[config.mk]
export PLATFORM = sky130hd
export DESIGN_NAME = freq_bcd_autorange
export DESIGN_NICKNAME = d
export VERILOG_FILES = /design/src/rtl/freq_disp_pkg.sv /design/src/rtl/bcd_dd_adjust.sv /design/src/rtl/freq_bcd_autorange.sv
export SDC_FILE = /design/constraint.sdc
export NUM_CORES = 1
export LEC_CHECK = 0
export ABC_CLOCK_PERIOD_IN_PS = 2900
export BUFFER_PORTS_ARGS = -buffer_cell sky130_fd_sc_hd__buf_2
export CORE_UTILIZATION = 35
export CTS_CLUSTER_SIZE = 16
export DETAILED_ROUTE_END_ITERATION = 6
export PLACE_DENSITY_LB_ADDON = 0.2
export SLEW_MARGIN = 5
export SYNTH_ARGS = -nofsm -noshare
export SYNTH_HDL_FRONTEND = slang
export SYNTH_SLANG_ARGS = --single-unit
[constraint.sdc]
create_clock -name i_clk -period 2.9 [get_ports i_clk]
set_input_delay 0.29 -clock i_clk [delete_from_list [all_inputs] [get_ports i_clk]]
set_output_delay 0.29 -clock i_clk [all_outputs]
set_load 0.05 [all_outputs]
[src/rtl/freq_disp_pkg.sv]
// Shared types and constants for the frequency display path (BCD conversion + auto-range).
package freq_disp_pkg;

  typedef enum logic [1:0] {e_idle, e_conv, e_norm, e_round} t_state;

  localparam int DISP_DIGITS     = 4;
  localparam int FRAC_DIGITS_DEF = 3;
  localparam int OVF_DIGIT_LSB   = 7;

  // Increment a 4-digit BCD window; bit 16 is the decimal carry out of the top digit.
  function automatic logic [16:0] bcd_inc4(input logic [15:0] w);
    logic [16:0] r;
    logic        c;
    c = 1'b1;
    for (int i = 0; i < 4; i++) begin
      if (c && w[4*i +: 4] == 4'd9) begin
        r[4*i +: 4] = 4'd0;
        c = 1'b1;
      end else begin
        r[4*i +: 4] = w[4*i +: 4] + {3'b000, c};
        c = 1'b0;
      end
    end
    r[16] = c;
    return r;
  endfunction

endpackage

[src/rtl/bcd_dd_adjust.sv]
// Double-dabble digit correction: add 3 to a BCD digit of 5 or more before the next shift.
module bcd_dd_adjust (
  input  logic [3:0] d,
  output logic [3:0] q
);

  assign q = (d >= 4'd5) ? d + 4'd3 : d;

endmodule

[src/rtl/freq_bcd_autorange.sv]
// mHz binary -> BCD (sequential double-dabble) and auto-range into a 4-digit display window.
// FREQ_BCD_ROUND_EN adds an e_round cycle that rounds on the digit below the window.
//
// state   | meaning
// e_idle  | waiting for i_start, o_ready high
// e_conv  | IN_WIDTH double-dabble shift cycles
// e_norm  | shift leading zero digits out until the window top digit is nonzero
// e_round | round on the guard digit and publish (FREQ_BCD_ROUND_EN only)
module freq_bcd_autorange
  import freq_disp_pkg::*;
#(
  parameter int IN_WIDTH    = 32,
  parameter int NUM_BCD     = 10,
  parameter int FRAC_DIGITS = FRAC_DIGITS_DEF
) (
  input  logic                i_clk,
  input  logic                i_rst_n,
  input  logic                i_start,
  input  logic [IN_WIDTH-1:0] i_freq_mhz,
  output logic [15:0]         o_bcd,
  output logic [3:0]          o_dp,
  output logic                o_overflow,
  output logic                o_ready,
  output logic                o_done
);

  localparam int BW      = NUM_BCD * 4;
  localparam int CW      = $clog2(IN_WIDTH + 1);
  localparam int KW      = $clog2(FRAC_DIGITS + 1);
  localparam int WIN_LSB = (OVF_DIGIT_LSB - DISP_DIGITS) * 4;

  t_state                 state;
  logic [IN_WIDTH-1:0]    bin_q;
  logic [BW-1:0]          bcd_q;
  logic [CW-1:0]          cnt_q;
  logic [KW-1:0]          k_q;
  logic [BW-1:0]          adj;
  logic [BW+IN_WIDTH-1:0] sh;
  logic [15:0]            win;
  logic                   ovf;

  for (genvar g = 0; g < NUM_BCD; g++) begin : g_adj
    bcd_dd_adjust u_adj (
      .d(bcd_q[4*g +: 4]),
      .q(adj[4*g +: 4])
    );
  end

  assign sh      = {adj, bin_q} << 1;
  assign ovf     = |bcd_q[BW-1:OVF_DIGIT_LSB*4];
  assign win     = bcd_q[WIN_LSB +: 16];
  assign o_ready = (state == e_idle);

  // k shifts put the window top at digit 6-k; dp sits right of the digit holding D3.
  function automatic logic [3:0] dp_of(input logic [KW-1:0] k);
    return (k == '0) ? 4'b0000 : 4'(4'b0001 << k);
  endfunction

`ifdef FREQ_BCD_ROUND_EN
  logic        ovf_q;
  logic [16:0] inc;
  logic [3:0]  guard;
  assign inc   = bcd_inc4(win);
  assign guard = bcd_q[WIN_LSB-4 +: 4];
`endif

  always_ff @(posedge i_clk or negedge i_rst_n) begin
    if (!i_rst_n) begin
      state      <= e_idle;
      bin_q      <= '0;
      bcd_q      <= '0;
      cnt_q      <= '0;
      k_q        <= '0;
      o_bcd      <= '0;
      o_dp       <= '0;
      o_overflow <= 1'b0;
      o_done     <= 1'b0;
`ifdef FREQ_BCD_ROUND_EN
      ovf_q      <= 1'b0;
`endif
    end else begin
      o_done <= 1'b0;
      case (state)
        e_idle: begin
          if (i_start) begin
            bin_q <= i_freq_mhz;
            bcd_q <= '0;
            cnt_q <= CW'(IN_WIDTH);
            state <= e_conv;
          end
        end
        e_conv: begin
          {bcd_q, bin_q} <= sh;
          cnt_q          <= cnt_q - CW'(1);
          if (cnt_q == CW'(1)) begin
            k_q   <= '0;
            state <= e_norm;
          end
        end
        e_norm: begin
          if (ovf || win[15:12] != 4'd0 || k_q == KW'(FRAC_DIGITS)) begin
`ifdef FREQ_BCD_ROUND_EN
            ovf_q <= ovf;
            state <= e_round;
`else
            if (ovf) begin
              o_bcd      <= 16'h9999;
              o_dp       <= 4'b0000;
              o_overflow <= 1'b1;
            end else begin
              o_bcd      <= win;
              o_dp       <= dp_of(k_q);
              o_overflow <= 1'b0;
            end
            o_done <= 1'b1;
            state  <= e_idle;
`endif
          end else begin
            bcd_q <= {bcd_q[BW-5:0], 4'h0};
            k_q   <= k_q + KW'(1);
          end
        end
`ifdef FREQ_BCD_ROUND_EN
        e_round: begin
          // A carry out of the window widens the range by one digit; at the top it saturates.
          if (ovf_q || (guard >= 4'd5 && inc[16] && k_q == '0)) begin
            o_bcd      <= 16'h9999;
            o_dp       <= 4'b0000;
            o_overflow <= 1'b1;
          end else if (guard >= 4'd5 && inc[16]) begin
            o_bcd      <= 16'h1000;
            o_dp       <= dp_of(k_q - KW'(1));
            o_overflow <= 1'b0;
          end else if (guard >= 4'd5) begin
            o_bcd      <= inc[15:0];
            o_dp       <= dp_of(k_q);
            o_overflow <= 1'b0;
          end else begin
            o_bcd      <= win;
            o_dp       <= dp_of(k_q);
            o_overflow <= 1'b0;
          end
          o_done <= 1'b1;
          state  <= e_idle;
        end
`endif
        default: state <= e_idle;
      endcase
    end
  end

endmodule

Word level (Yosys, flattened, before mapping)
Cells that the tools add are included.

storage, ports and cells
  logic and storage cells = 84
  bits in registers = 104
  bits of input ports = 35

cells by class
  shifts and indexed selects = 1
  mux-type cells = 30
  magnitude comparators = 10
  add/sub/neg operators = 12
  reductions and logical operators = 14
  equal/unequal tests = 8

operators with widths
  cell                                                                   number
  40-bit case mux with 3 select lines                                    1
  40-bit two-way mux                                                     2
  32-bit case mux with 2 select lines                                    1
  4-bit two-way mux                                                      11
  4-bit by 3-bit >= comparator with 1-bit output, second input constant  10
  4-bit by 2-bit adder with 4-bit output, second input constant          9
  32-bit two-way mux                                                     1
  16-bit two-way mux                                                     1
  6-bit case mux with 2 select lines                                     1
  12-bit OR reduction                                                    1
  2-bit two-way mux                                                      5
  3-bit AND reduction                                                    3
  2-bit inequality test, second input constant                           4
  6-bit by 1-bit == test with 1-bit output, second input constant        1
  6-bit two-way mux                                                      1
  2-bit case mux with 3 select lines                                     1
  6-bit by 1-bit subtractor with 6-bit output, second input constant     1
  2-bit == test, second input constant                                   2
  2-bit zero test                                                        2
  2-bit case mux with 2 select lines                                     1
  2-bit AND reduction                                                    2
  2-bit nonzero test                                                     2
  4-bit nonzero test                                                     1
  1-bit by 2-bit left shift with 4-bit output, first input constant      1
  7 further kinds                                                        10

Depth between registers and ports, before layout
  depth after elaboration = 5
  depth in mapped cells = 9
  mapped depth without buffers = 8

Modules after synthesis
A second synthesis with hierarchy kept.

second synthesis, totals
  cells, all modules = 579
  area, all modules = 5829.3 um^2

by module, submodules not included
  module              area each (um^2)  cells an instance  sequential area each (um^2)  instances
  freq_bcd_autorange  4815.9            419                2577.5                       1
  bcd_dd_adjust       101.3             16                 0.0                          10

Worst setup path after synthesis
Ideal clock, no wire load.

  path kind = register to register
  from = reg state[0]
  to = reg cnt_q[5]
  period minus slack after synthesis = 2.177 ns
  slack = 0.723 ns
  stages on the path, launching flop included = 8
  data required time = 2.758 ns
  arrival = 2.035 ns
  path through = dfrtp_1 > inv_1 > ha_1 > mux2i_1 > or4_1 > nor3_1 > xnor2_1 > o21ai_0

between the ends
  word-level cells in the longest chain between the ends = 3
  elaborated cells between the ends (all ways) = 6

RTL lines
  item                                                                                 RTL line                  text
  start, declared                                                                      freq_bcd_autorange.sv:32  t_state state;
  start signal, assigned                                                               freq_bcd_autorange.sv:69  state <= e_idle;
  start signal, assigned                                                               freq_bcd_autorange.sv:89  state <= e_conv;
  start signal, assigned                                                               freq_bcd_autorange.sv:97  state <= e_norm;
  2-bit zero test (*)                                                                  n/a
  named net o_ready                                                                    freq_bcd_autorange.sv:23  output logic o_ready,
  2-bit inequality test (no source line) / 2-bit nonzero test (equally long branches)  n/a
  2-bit AND reduction (no source line)                                                 n/a
  end signal, assigned                                                                 freq_bcd_autorange.sv:88  cnt_q <= CW'(IN_WIDTH);
  end signal, assigned                                                                 freq_bcd_autorange.sv:94  cnt_q <= cnt_q - CW'(1);
  end, declared                                                                        freq_bcd_autorange.sv:35  logic [CW-1:0] cnt_q;

The timed path passes the listed nets; every way through them passes the cells marked *.
A chain may end at the register's enable or synchronous reset.

Worst setup path after layout
  from = reg bcd_q[24]
  to = reg bcd_q[5]

between the ends
  word-level cells in the longest chain between the ends = 5

RTL lines
  item                                    RTL line                   text
  start, declared                         freq_bcd_autorange.sv:34   logic [BW-1:0] bcd_q;
  start signal, assigned                  freq_bcd_autorange.sv:93   {bcd_q, bin_q} <= sh;
  start signal, assigned                  freq_bcd_autorange.sv:119  bcd_q <= {bcd_q[BW-5:0], 4'h0};
  4-bit nonzero test                      freq_bcd_autorange.sv:101  if (ovf || win[15:12] != 4'd0 || k_q == KW'(FRAC_DIGITS)) begin
  1-bit logical OR (2 in a row)           freq_bcd_autorange.sv:101
  2-bit inequality test (no source line)  n/a
  3-bit AND reduction (no source line)    n/a

No other way between the ends.

==> impl_metrics.csv <==
group,metric,value,unit
outcome,status,"completed",
routing,via_count,4311,
timing,finalHoldViolCount,0,
synthesis,synth_area_per_cell,9.60,um2
timing,fmax,0.431,GHz
grt,grt_overflow,0,
worst_setup_path,reg2reg_depth,8,
routing,wl_per_cell,14.6,um
worst_setup_path,r2r_start,"bcd_q[24]",
clocking,insertion_delay,360,ps
final_layout,fin_nets,696,
timing,fin_setup_tns,0,ps
final_layout,drive_gt1_share,15.5,%
worst_setup_path,cp_data_required_time,3120,ps
final_layout,num-fill-cells,1543,
routing,drc,0,
synthesis,yosys_register_bits,103,
floorplan,core-area,15400,um2
clocking,htree_num_levels,3,
worst_setup_path,crit_path_start_kind,"register",
worst_setup_path,crit_path_max_incr_delay,450,ps
grt,grt_pass1_vias,4281,
worst_setup_path,worst-path-buf-inv,2,
clocking,cts.sinks,103,
timing,period_share,80.1,%
timing,fin_worst_skew,9.03,ps
pwr,p_comb_share,49.5,%
pwr,cellPowerDensity,1200,nW/um2
pwr,power.share.switching,45.1,%
clocking,cts_hold_buf,1,
timing,relSlewSlack,62.2,%
floorplan,die_area,16500,um2
pwr,p_total,7.71,mW
hold_path,holdPathStages,2,
clocking,post-cts-setup-buffers,0,
timing,setup_viol,0,
floorplan,die_w,128,um
timing,maxSlewViolCount,0,
timing,fin_crit,2320,ps
hold_path,whs_endpoint,"bin_q[0]",
synthesis,ys_seq_area_share,46.1,%
clocking,post_cts_resized,0,
pwr,p_sw,3.48,mW
clocking,root_buffer,"clkbuf_16",
clocking,tritoncts,"built",
floorplan,die-height,128,um
floorplan,io_pins,58,
pwr,leakage,2.85,nW
worst_setup_path,cp.arrival,2540,ps
synthesis,ys.warnings.count,0,
place,dpl.hpwl,8550,um
timing,fin_hold_ws,164,ps
timing,grt_setup_unrepaired,"no",
routing,ant_nets,0,
synthesis,netlist_area,5600,um2
final_layout,utilization,41.7,%
worst_setup_path,cp_cell_sequence,"inv_1, ha_1, nor4b_4, nand4_2, a211o_1, buf_4, a221oi_1, a21oi_1",
worst_setup_path,r2r-end,"bcd_q[5]",
pwr,clkPwrFrac,17.1,%
pwr,seqPwrFrac,33.4,%
grt,antenna_found_initial,0,
place,place_congestion,0.792,
worst_setup_path,cpMaxStageDelayCell,"dfrtp_1",
synthesis,syn-num-nets,651,
hold_path,worstHoldStart,"i_freq_mhz[0]",
floorplan,row_count,45,
hold_path,hold_class,"in -> reg",
routing,drt_iter0_markers,244,
clocking,clk_pin_slew,70,ps
grt,grt_pass1_wl,20900,um
clocking,clockBufferDepth,2,
synthesis,yosysUniqueCellTypes,48,
place,port_buffers,56,
final_layout,diodes,0,
timing,fin_ws,578,ps
routing,wl,12300,um
routing,detail_route.vias_per_cell,5.11,
place,dp_slack,591,ps
worst_setup_path,crit_path_end_kind,"register",
clocking,numCtsBuffers,9,
grt,grt_use_total,16.2,%
pwr,intPower,4.23,mW
run,drv_cap,0,
worst_setup_path,cp_max_fo,52,
worst_setup_path,crit_family,"compound AO/OA/AOI/OAI gates",
pwr,ir_worst_vdd,0.606,mV
floorplan,start_util,36.3,%
timing,worst_pin_slew,568,ps
worst_setup_path,rrSetupSlack,580,ps
final_layout,synthToLayoutAreaGrowth,15.0,%
synthesis,synth_cells,583,
routing,drtPass1Iterations,4,
grt,grt_max_degree,66,
worst_setup_path,worstSetupPathType,"reg -> reg",
-- layout make-up --
type	count	area [um2]	area share (%)
well taps	211	264	4.10
clock inverters	5	81.3	1.26
clock buffers	11	243	3.77
repair buffers	70	403	6.26
multi-input cells	416	2760	42.9
flip-flops and latches	103	2580	40.1
inverters	28	105	1.63
-- power by group through the flow --
| stage | registers, mW | logic, mW | clock network, mW |
|---|---|---|---|
| 4_1_cts | 2.59 | 3.85 | 1.36 |
| 3_3_place_gp | 2.58 | 3.74 | 0 |
| 5_1_grt | 2.67 | 4.30 | 1.40 |
| 6_report | 2.58 | 3.81 | 1.32 |
| 2_1_floorplan | 2.71 | 2.80 | 0 |
| 3_5_place_dp | 2.61 | 3.84 | 0 |
-- registers in the layout, summed over array words and instances (netlist names) --
register	cells
bin_q	32
k_q	2
o_dp	3
o_done	1
cnt_q	6
o_bcd	16
state	2
o_overflow	1
bcd_q	40
-- synth_stat cells, drive strengths merged --
| cell type | count | share of area (%) |
|---|---|---|
| clkbuf | 23 | 1.5 |
| a31oi | 18 | 2.0 |
| and3 | 1 | 0.11 |
| conb | 1 | 0.067 |
| nand2b | 11 | 1.2 |
| nor3 | 24 | 2.1 |
| and3b | 1 | 0.16 |
| nor2b | 3 | 0.34 |
| ha | 33 | 7.4 |
| a22oi | 4 | 0.54 |
| and2 | 2 | 0.22 |
| a211oi | 4 | 0.54 |
| inv | 28 | 1.9 |
| buf | 13 | 1.5 |
| dfrtp | 103 | 46 |
| o21ai | 75 | 6.7 |
| nand4 | 1 | 0.22 |
| nor4 | 2 | 0.34 |
| a311o | 1 | 0.18 |
| a32oi | 9 | 1.4 |
| xor2 | 3 | 0.47 |
| or4 | 1 | 0.13 |
| a2bb2oi | 5 | 0.78 |
| nor3b | 7 | 0.94 |
| a221oi | 7 | 1.7 |
| a21oi | 25 | 2.2 |
| mux2 | 2 | 0.40 |
| nor2 | 26 | 1.7 |
| o31ai | 7 | 1.0 |
| nor4b | 1 | 0.42 |
| or3 | 1 | 0.11 |
| o22ai | 5 | 0.56 |
| nand3 | 12 | 1.1 |
| nand2 | 70 | 4.7 |
| mux2i | 35 | 6.3 |
| a211o | 1 | 0.16 |
| a22o | 1 | 0.16 |
| o211ai | 2 | 0.27 |
| a21boi | 2 | 0.34 |
| xnor2 | 13 | 2.0 |
-- logic make-up after synthesis --
logic type | share of synthesized area, %
AOI/OAI and AO/OA | 18.6
muxes | 6.66
DFF | 46.1
buffers and inverters | 4.87
and+or+nand+nor | 13.9
other | 0.0670
xor gates and xnor gates | 2.50
adders and majority gates | 7.38
-- worst max-delay path by stage --
stage | from | endpoint | slack [ps] | cells past startpoint
6_report | bcd_q[24] | bcd_q[5] | 580 | 8
5_1_grt | bcd_q[25] | bcd_q[5] | 380 | 8
4_1_cts | bcd_q[25] | bcd_q[32] | 580 | 8
3_5_place_dp | bcd_q[25] | bcd_q[9] | 590 | 8
3_3_place_gp | bcd_q[25] | bcd_q[5] | 660 | 8
2_1_floorplan | state[0] | cnt_q[5] | 720 | 7
-- per-stage QoR --
step	std cells	instance area, um2
3_5_place_dp	827	6100
5_1_grt	844	6430
4_1_cts	844	6430
2_1_floorplan	583	5600
6_report	844	6430
3_3_place_gp	827	6100
-- metal layers --
| layer | share of wire, % | GRT usage (%) | vias to the layer above |
|---|---|---|---|
| met5 | 0 | 0 | - |
| met4 | 2.0 | 7.34 | 0 |
| met3 | 3.8 | 3.83 | 19 |
| met2 | 48 | 27.1 | 85 |
| met1 | 46 | 19.9 | 2066 |
| li1 | - | - | 2141 |
-- layout by cell type, fill, tap and decap left out, types with 4 or more instances in the layout --
cell type / count
a211oi_1: 4
a21oi_1: 25
a221oi_2: 5
a22oi_1: 4
a2bb2oi_1: 5
a31oi_1: 18
a32oi_1: 9
buf_2: 55
buf_4: 13
clkbuf_16: 9
dfrtp_1: 103
ha_1: 32
inv_1: 28
mux2i_1: 34
nand2_1: 70
nand2b_1: 11
nand3_1: 12
nor2_1: 26
nor3_1: 24
nor3b_1: 7
o21ai_0: 63
o21ai_1: 12
o22ai_1: 5
o31ai_1: 6
xnor2_1: 13
Note: power is estimated with default switching activity, not from simulation.
